<file path="config.mk">
export PLATFORM = sky130hd
export DESIGN_NAME = fifo_stream_reader
export DESIGN_NICKNAME = d
export VERILOG_FILES = /design/src/rtl/fifo_stream_reader.sv
export SDC_FILE = /design/constraint.sdc
export NUM_CORES = 1
export LEC_CHECK = 0
export ABC_AREA = 1
export CORE_ASPECT_RATIO = 1.25
export CORE_MARGIN = 5
export CORE_UTILIZATION = 45
export DETAILED_ROUTE_END_ITERATION = 7
export HOLD_SLACK_MARGIN = 0.08
export PLACE_DENSITY = 0.81
export REMOVE_ABC_BUFFERS = 1
export SYNTH_ARGS = -nofsm -noshare
export SYNTH_HDL_FRONTEND = slang
export SYNTH_SLANG_ARGS = --single-unit
</file>
<file path="constraint.sdc">
create_clock -name clk_i -period 2.3 [get_ports clk_i]
set_input_delay 0.345 -clock clk_i [delete_from_list [all_inputs] [get_ports clk_i]]
set_output_delay 0.345 -clock clk_i [all_outputs]
set_load 0.02 [all_outputs]
</file>
<file path="src/rtl/fifo_stream_reader.sv">
// rtl/fifo_stream_reader.sv - credit-based FIFO read adapter with 4-entry skid buffer and valid/ready output
// Optional word/stall counters are built only when FIFO_READER_STATS_EN is defined.
module fifo_stream_reader #(
  parameter int DWIDTH = 8
) (
  input  logic              clk_i,
  input  logic              rst_n_i,
  input  logic [DWIDTH-1:0] fifo_q_i,
  input  logic              fifo_empty_i,
  output logic              fifo_rdreq_o,
  input  logic              flush_i,
  output logic [DWIDTH-1:0] out_data_o,
  output logic              out_valid_o,
  input  logic              out_ready_i,
  output logic [31:0]       word_cnt_o,
  output logic [31:0]       stall_cnt_o
);

  logic [1:0]        wr_ptr_q, wr_ptr_d;
  logic [1:0]        rd_ptr_q, rd_ptr_d;
  logic [2:0]        occ_q, occ_d;
  logic              inflight_q, inflight_d;
  logic [DWIDTH-1:0] buf_q [4];
  logic [DWIDTH-1:0] buf_d [4];
  logic              capture;
  logic              pop;
  logic              valid;

  // Credit counts buffered words plus the one possibly returning from the FIFO,
  // so every issued read is guaranteed a free slot when its data lands.
  assign valid        = (occ_q != 3'd0);
  assign fifo_rdreq_o = rst_n_i & ~fifo_empty_i & ~flush_i &
                        (({1'b0, occ_q} + {3'b000, inflight_q}) < 4'd4);
  assign capture      = inflight_q & ~flush_i;
  assign pop          = valid & out_ready_i;
  assign out_valid_o  = valid;
  assign out_data_o   = valid ? buf_q[rd_ptr_q] : '0;

  always_comb begin
    buf_d      = buf_q;
    wr_ptr_d   = wr_ptr_q;
    rd_ptr_d   = rd_ptr_q;
    occ_d      = occ_q;
    inflight_d = fifo_rdreq_o;
    if (flush_i) begin
      wr_ptr_d   = 2'd0;
      rd_ptr_d   = 2'd0;
      occ_d      = 3'd0;
      inflight_d = 1'b0;
    end else begin
      if (capture) begin
        buf_d[wr_ptr_q] = fifo_q_i;
        wr_ptr_d        = wr_ptr_q + 2'd1;
      end
      if (pop) begin
        rd_ptr_d = rd_ptr_q + 2'd1;
      end
      occ_d = occ_q + {2'b00, capture} - {2'b00, pop};
    end
  end

  always_ff @(posedge clk_i or negedge rst_n_i) begin
    if (!rst_n_i) begin
      wr_ptr_q   <= 2'd0;
      rd_ptr_q   <= 2'd0;
      occ_q      <= 3'd0;
      inflight_q <= 1'b0;
    end else begin
      wr_ptr_q   <= wr_ptr_d;
      rd_ptr_q   <= rd_ptr_d;
      occ_q      <= occ_d;
      inflight_q <= inflight_d;
    end
  end

  // Storage needs no reset: the output is masked whenever occupancy is zero.
  always_ff @(posedge clk_i) begin
    buf_q <= buf_d;
  end

`ifdef FIFO_READER_STATS_EN
  logic [31:0] word_cnt_q, word_cnt_d;
  logic [31:0] stall_cnt_q, stall_cnt_d;

  always_comb begin
    word_cnt_d  = word_cnt_q + {31'd0, pop};
    stall_cnt_d = stall_cnt_q + {31'd0, valid & ~out_ready_i};
  end

  always_ff @(posedge clk_i or negedge rst_n_i) begin
    if (!rst_n_i) begin
      word_cnt_q  <= 32'd0;
      stall_cnt_q <= 32'd0;
    end else begin
      word_cnt_q  <= word_cnt_d;
      stall_cnt_q <= stall_cnt_d;
    end
  end

  assign word_cnt_o  = word_cnt_q;
  assign stall_cnt_o = stall_cnt_q;
`else
  assign word_cnt_o  = 32'd0;
  assign stall_cnt_o = 32'd0;
`endif

endmodule

</file>
==> results of run 1 <==
power breakdown:
group	switching (µW)	leakage, µW	internal [µW]	total, µW
logic	574	0.000819	279	853
clock network	221	0.0000558	321	541
registers	34.3	0.000394	820	854
state kept, by name (all words and copies together) (netlist names):
register / flops
buf_q: 32
occ_q: 3
rd_ptr_q: 2
wr_ptr_q: 2
inflight_q: 1
layout by cell type (no fill, tap or decap):
cell | netlist | final
or2_2 | 1 | 1
buf_4 | 64 | 9
nand4_1 | 2 | 2
nand3_1 | 14 | 14
fa_1 | 1 | 1
dlygate4sd2_1 | 0 | 5
nor2_1 | 11 | 11
inv_1 | 31 | 30
clkbuf_8 | 2 | 5
clkdlybuf4s50_1 | 0 | 14
clkinv_1 | 0 | 1
inv_4 | 0 | 1
ha_1 | 7 | 7
bufinv_16 | 0 | 1
nor3_1 | 2 | 2
a21oi_2 | 1 | 1
inv_2 | 1 | 1
dlymetal6s2s_1 | 0 | 3
a21oi_1 | 8 | 8
clkinv_4 | 0 | 1
o21ai_0 | 3 | 3
dfrtp_2 | 0 | 1
nand2_1 | 56 | 56
conb_1 | 1 | 64
edfxtp_1 | 32 | 32
dfrtp_1 | 8 | 7
nand2_2 | 1 | 1
cells in the mapped netlist:
cell type	instances	share of area, %
buf_12	1	0.85
nand2_1	56	8.9
inv_1	31	4.9
buf_6	1	0.48
or2_2	1	0.27
buf_4	64	20
edfxtp_1	32	41
nand3_1	14	3.0
nand2_2	1	0.27
a21oi_1	8	1.7
dfrtp_1	8	8.5
nor2_1	11	1.8
o21ai_0	3	0.64
nand4_1	2	0.53
fa_1	1	0.85
a21oi_2	1	0.37
ha_1	7	3.7
clkbuf_8	2	1.2
nor3_1	2	0.43
conb_1	1	0.16
inv_2	1	0.16
kinds of logic after synthesis:
kind of cell	count (synthesis)
AO/OA/AOI/OAI	12
adder cells (fa/ha/maj)	8
buffers and inverters	100
flip-flops	40
other	1
AND/OR/NAND/NOR	87
critical path: cells and delay by family (launching register included):
family	cells	cell delay [ns]
buffers and inverters	2	0.88
flip-flops	1	0.39
AND/OR/NAND/NOR	3	0.18
AO/OA/AOI/OAI	1	0.12
routing by layer:
metal  vias up  wire length [µm]  global-route usage, %
met5         -                 0                      0
met4         0                65                   5.49
met3         5               562                   2.78
met2        99              2040                   21.7
met1       669              1290                   12.1
li1        719                 -                      -
per-stage QoR:
stage / hold slack (ns) / instances / total power [µW] / setup slack, ns / area, µm²
after CTS: 0.353 / 344 / 2270 / 0.00997 / 2520
after global placement: 0.591 / 336 / 1740 / 0.127 / 2410
after detailed placement: 0.590 / 336 / 1760 / 0.0410 / 2410
after global routing: 0.371 / 344 / 2400 / 0.0363 / 2530
after floorplan: 0.0494 / 243 / 1400 / 0.274 / 2050
final: 0.357 / 344 / 2250 / 0.0885 / 2530
cell type report:
| type | instances | area, µm² |
|---|---|---|
| clock buffers | 5 | 68.8 |
| clock inverters | 3 | 42.5 |
| fillers | 465 | 2550 |
| inverters | 32 | 123 |
| multi-input cells | 171 | 768 |
| flip-flops and latches | 40 | 1160 |
| well taps | 62 | 77.6 |
| repair buffers | 31 | 289 |
how the worst max path moves through the flow:
| stage | end | cells after the start | slack (ns) |
|---|---|---|---|
| 2_1_floorplan | occ_q[2] | 11 | 0.27 |
| 3_3_place_gp | occ_q[2] | 10 | 0.13 |
| 3_5_place_dp | occ_q[2] | 10 | 0.04 |
| 4_1_cts | out_data_o[0] | 5 | 0.01 |
| 5_1_grt | occ_q[2] | 11 | 0.04 |
| 6_report | out_data_o[4] | 6 | 0.09 |
==> reports/metrics.cfg, run 1 <==
[run_status]
outcome=complete, no violations

[setup_path]
path_class=flop to output port
startpoint_type=flop
cp.arrival_ns=1.87
slowest_stage=clkdlybuf4s50_1
critPathLaunch=rd_ptr_q[0]
max_stage_delay_ns=0.62
timing.rr.start=occ_q[1]
crit_top_cell=nand2_1
end_kind=output port
required_ns=1.96
cp_cell_sequence=buf_4 > nand2_1 > nand2_1 > nand2_1 > a21oi_1 > clkdlybuf4s50_1
r2r_slack_ns=0.20
r2r_cells=11
rr_endpoint=occ_q[2]
crit_path_max_fanout=19

[power_and_ir_drop]
max-vdd-ir-drop_mv=0.629
p_per_area_nw_per_um2=888
leakage_uw=0.00127

[route]
vias=1492
routedWlPerCell_um=11.5
drtIter0Drc=50
wl_um=3970
drt_first_pass_iters=5
remaining_drc_errors=0
via_per_inst=4.34
ant_nets=0

[placed_design]
gp_congestion=0.831
dp.final_hpwl_um=2980
io_buffers=22

[synth]
netlist_area_um2=2350
ys_ff_latch=40
synth_top_family_by_area=buffers and inverters
synth_fa_ha_area_share_pct=4.57
syn_avg_cell_area_um2=9.48
synth-xor-area-share_pct=0
yosysUniqueCellTypes=21
yosys.area_share.simple_pct=15.2
synth_mux_area_share_pct=0
synth_compound_area_share_pct=2.71
syn-instance-count=248
synth_warnings=0
yosysSeqAreaShare_pct=49.4

[job]
timing.max_cap.violations=0

[hold_path]
hp-class=primary input to async pin

[die]
fp.dieArea_um2=6780
chipHeight_um=90.8
fp.dieW_um=74.7
start_util_pct=46.3
rows=29
core_um2=5080
ios=87

[global_routing]
grt_use_total_pct=11.8
antenna_found_initial=0
grt_max_degree=20
grt_pass1_vias=1361
grt_pass1_wl_um=6070
gr-total-overflow=0

[cts]
cts.repair.resized=5
path_clk_slew_ns=0.08
clk_path_buf_depth=2
cts.sinks=40
htree_levels=2
cts-root-buf=clkbuf_8
insertion_delay_ns=0.29
cts_inserted_buffers=5
postCtsSetupBuffers=0
cts_hold_buf=0
cts_tree=built

[final_layout]
postLayoutCoreUtil_pct=49.8
n_antenna_cell=0
area_growth_pct=7.61
drive_gt1_share_pct=7.80
nNetsFinal=302

[sta]
fin_crit_ns=2.21
period_share_pct=96.2
finalClockSkew_ns=0.00738
maxSlewViolCount=0
clock.fmax_ghz=0.452
hold_viol_final=0
setup_violations=0
fin_setup_tns_ns=0
rsz0062_at_grt=false

No activity file was read; power rests on OpenSTA's default activity.
==> run 2, diff against run 1 <==
- CTS_CLUSTER_SIZE: not set -> 40
==> results of run 2 <==
Same layout as run 1: the final DEF is identical, and so are final timing and power.
==> run 3, diff against run 2 <==
- GPL_ROUTABILITY_DRIVEN: not set -> 0
==> results of run 3 <==
Same layout as run 1: the final DEF is identical, and so are final timing and power.
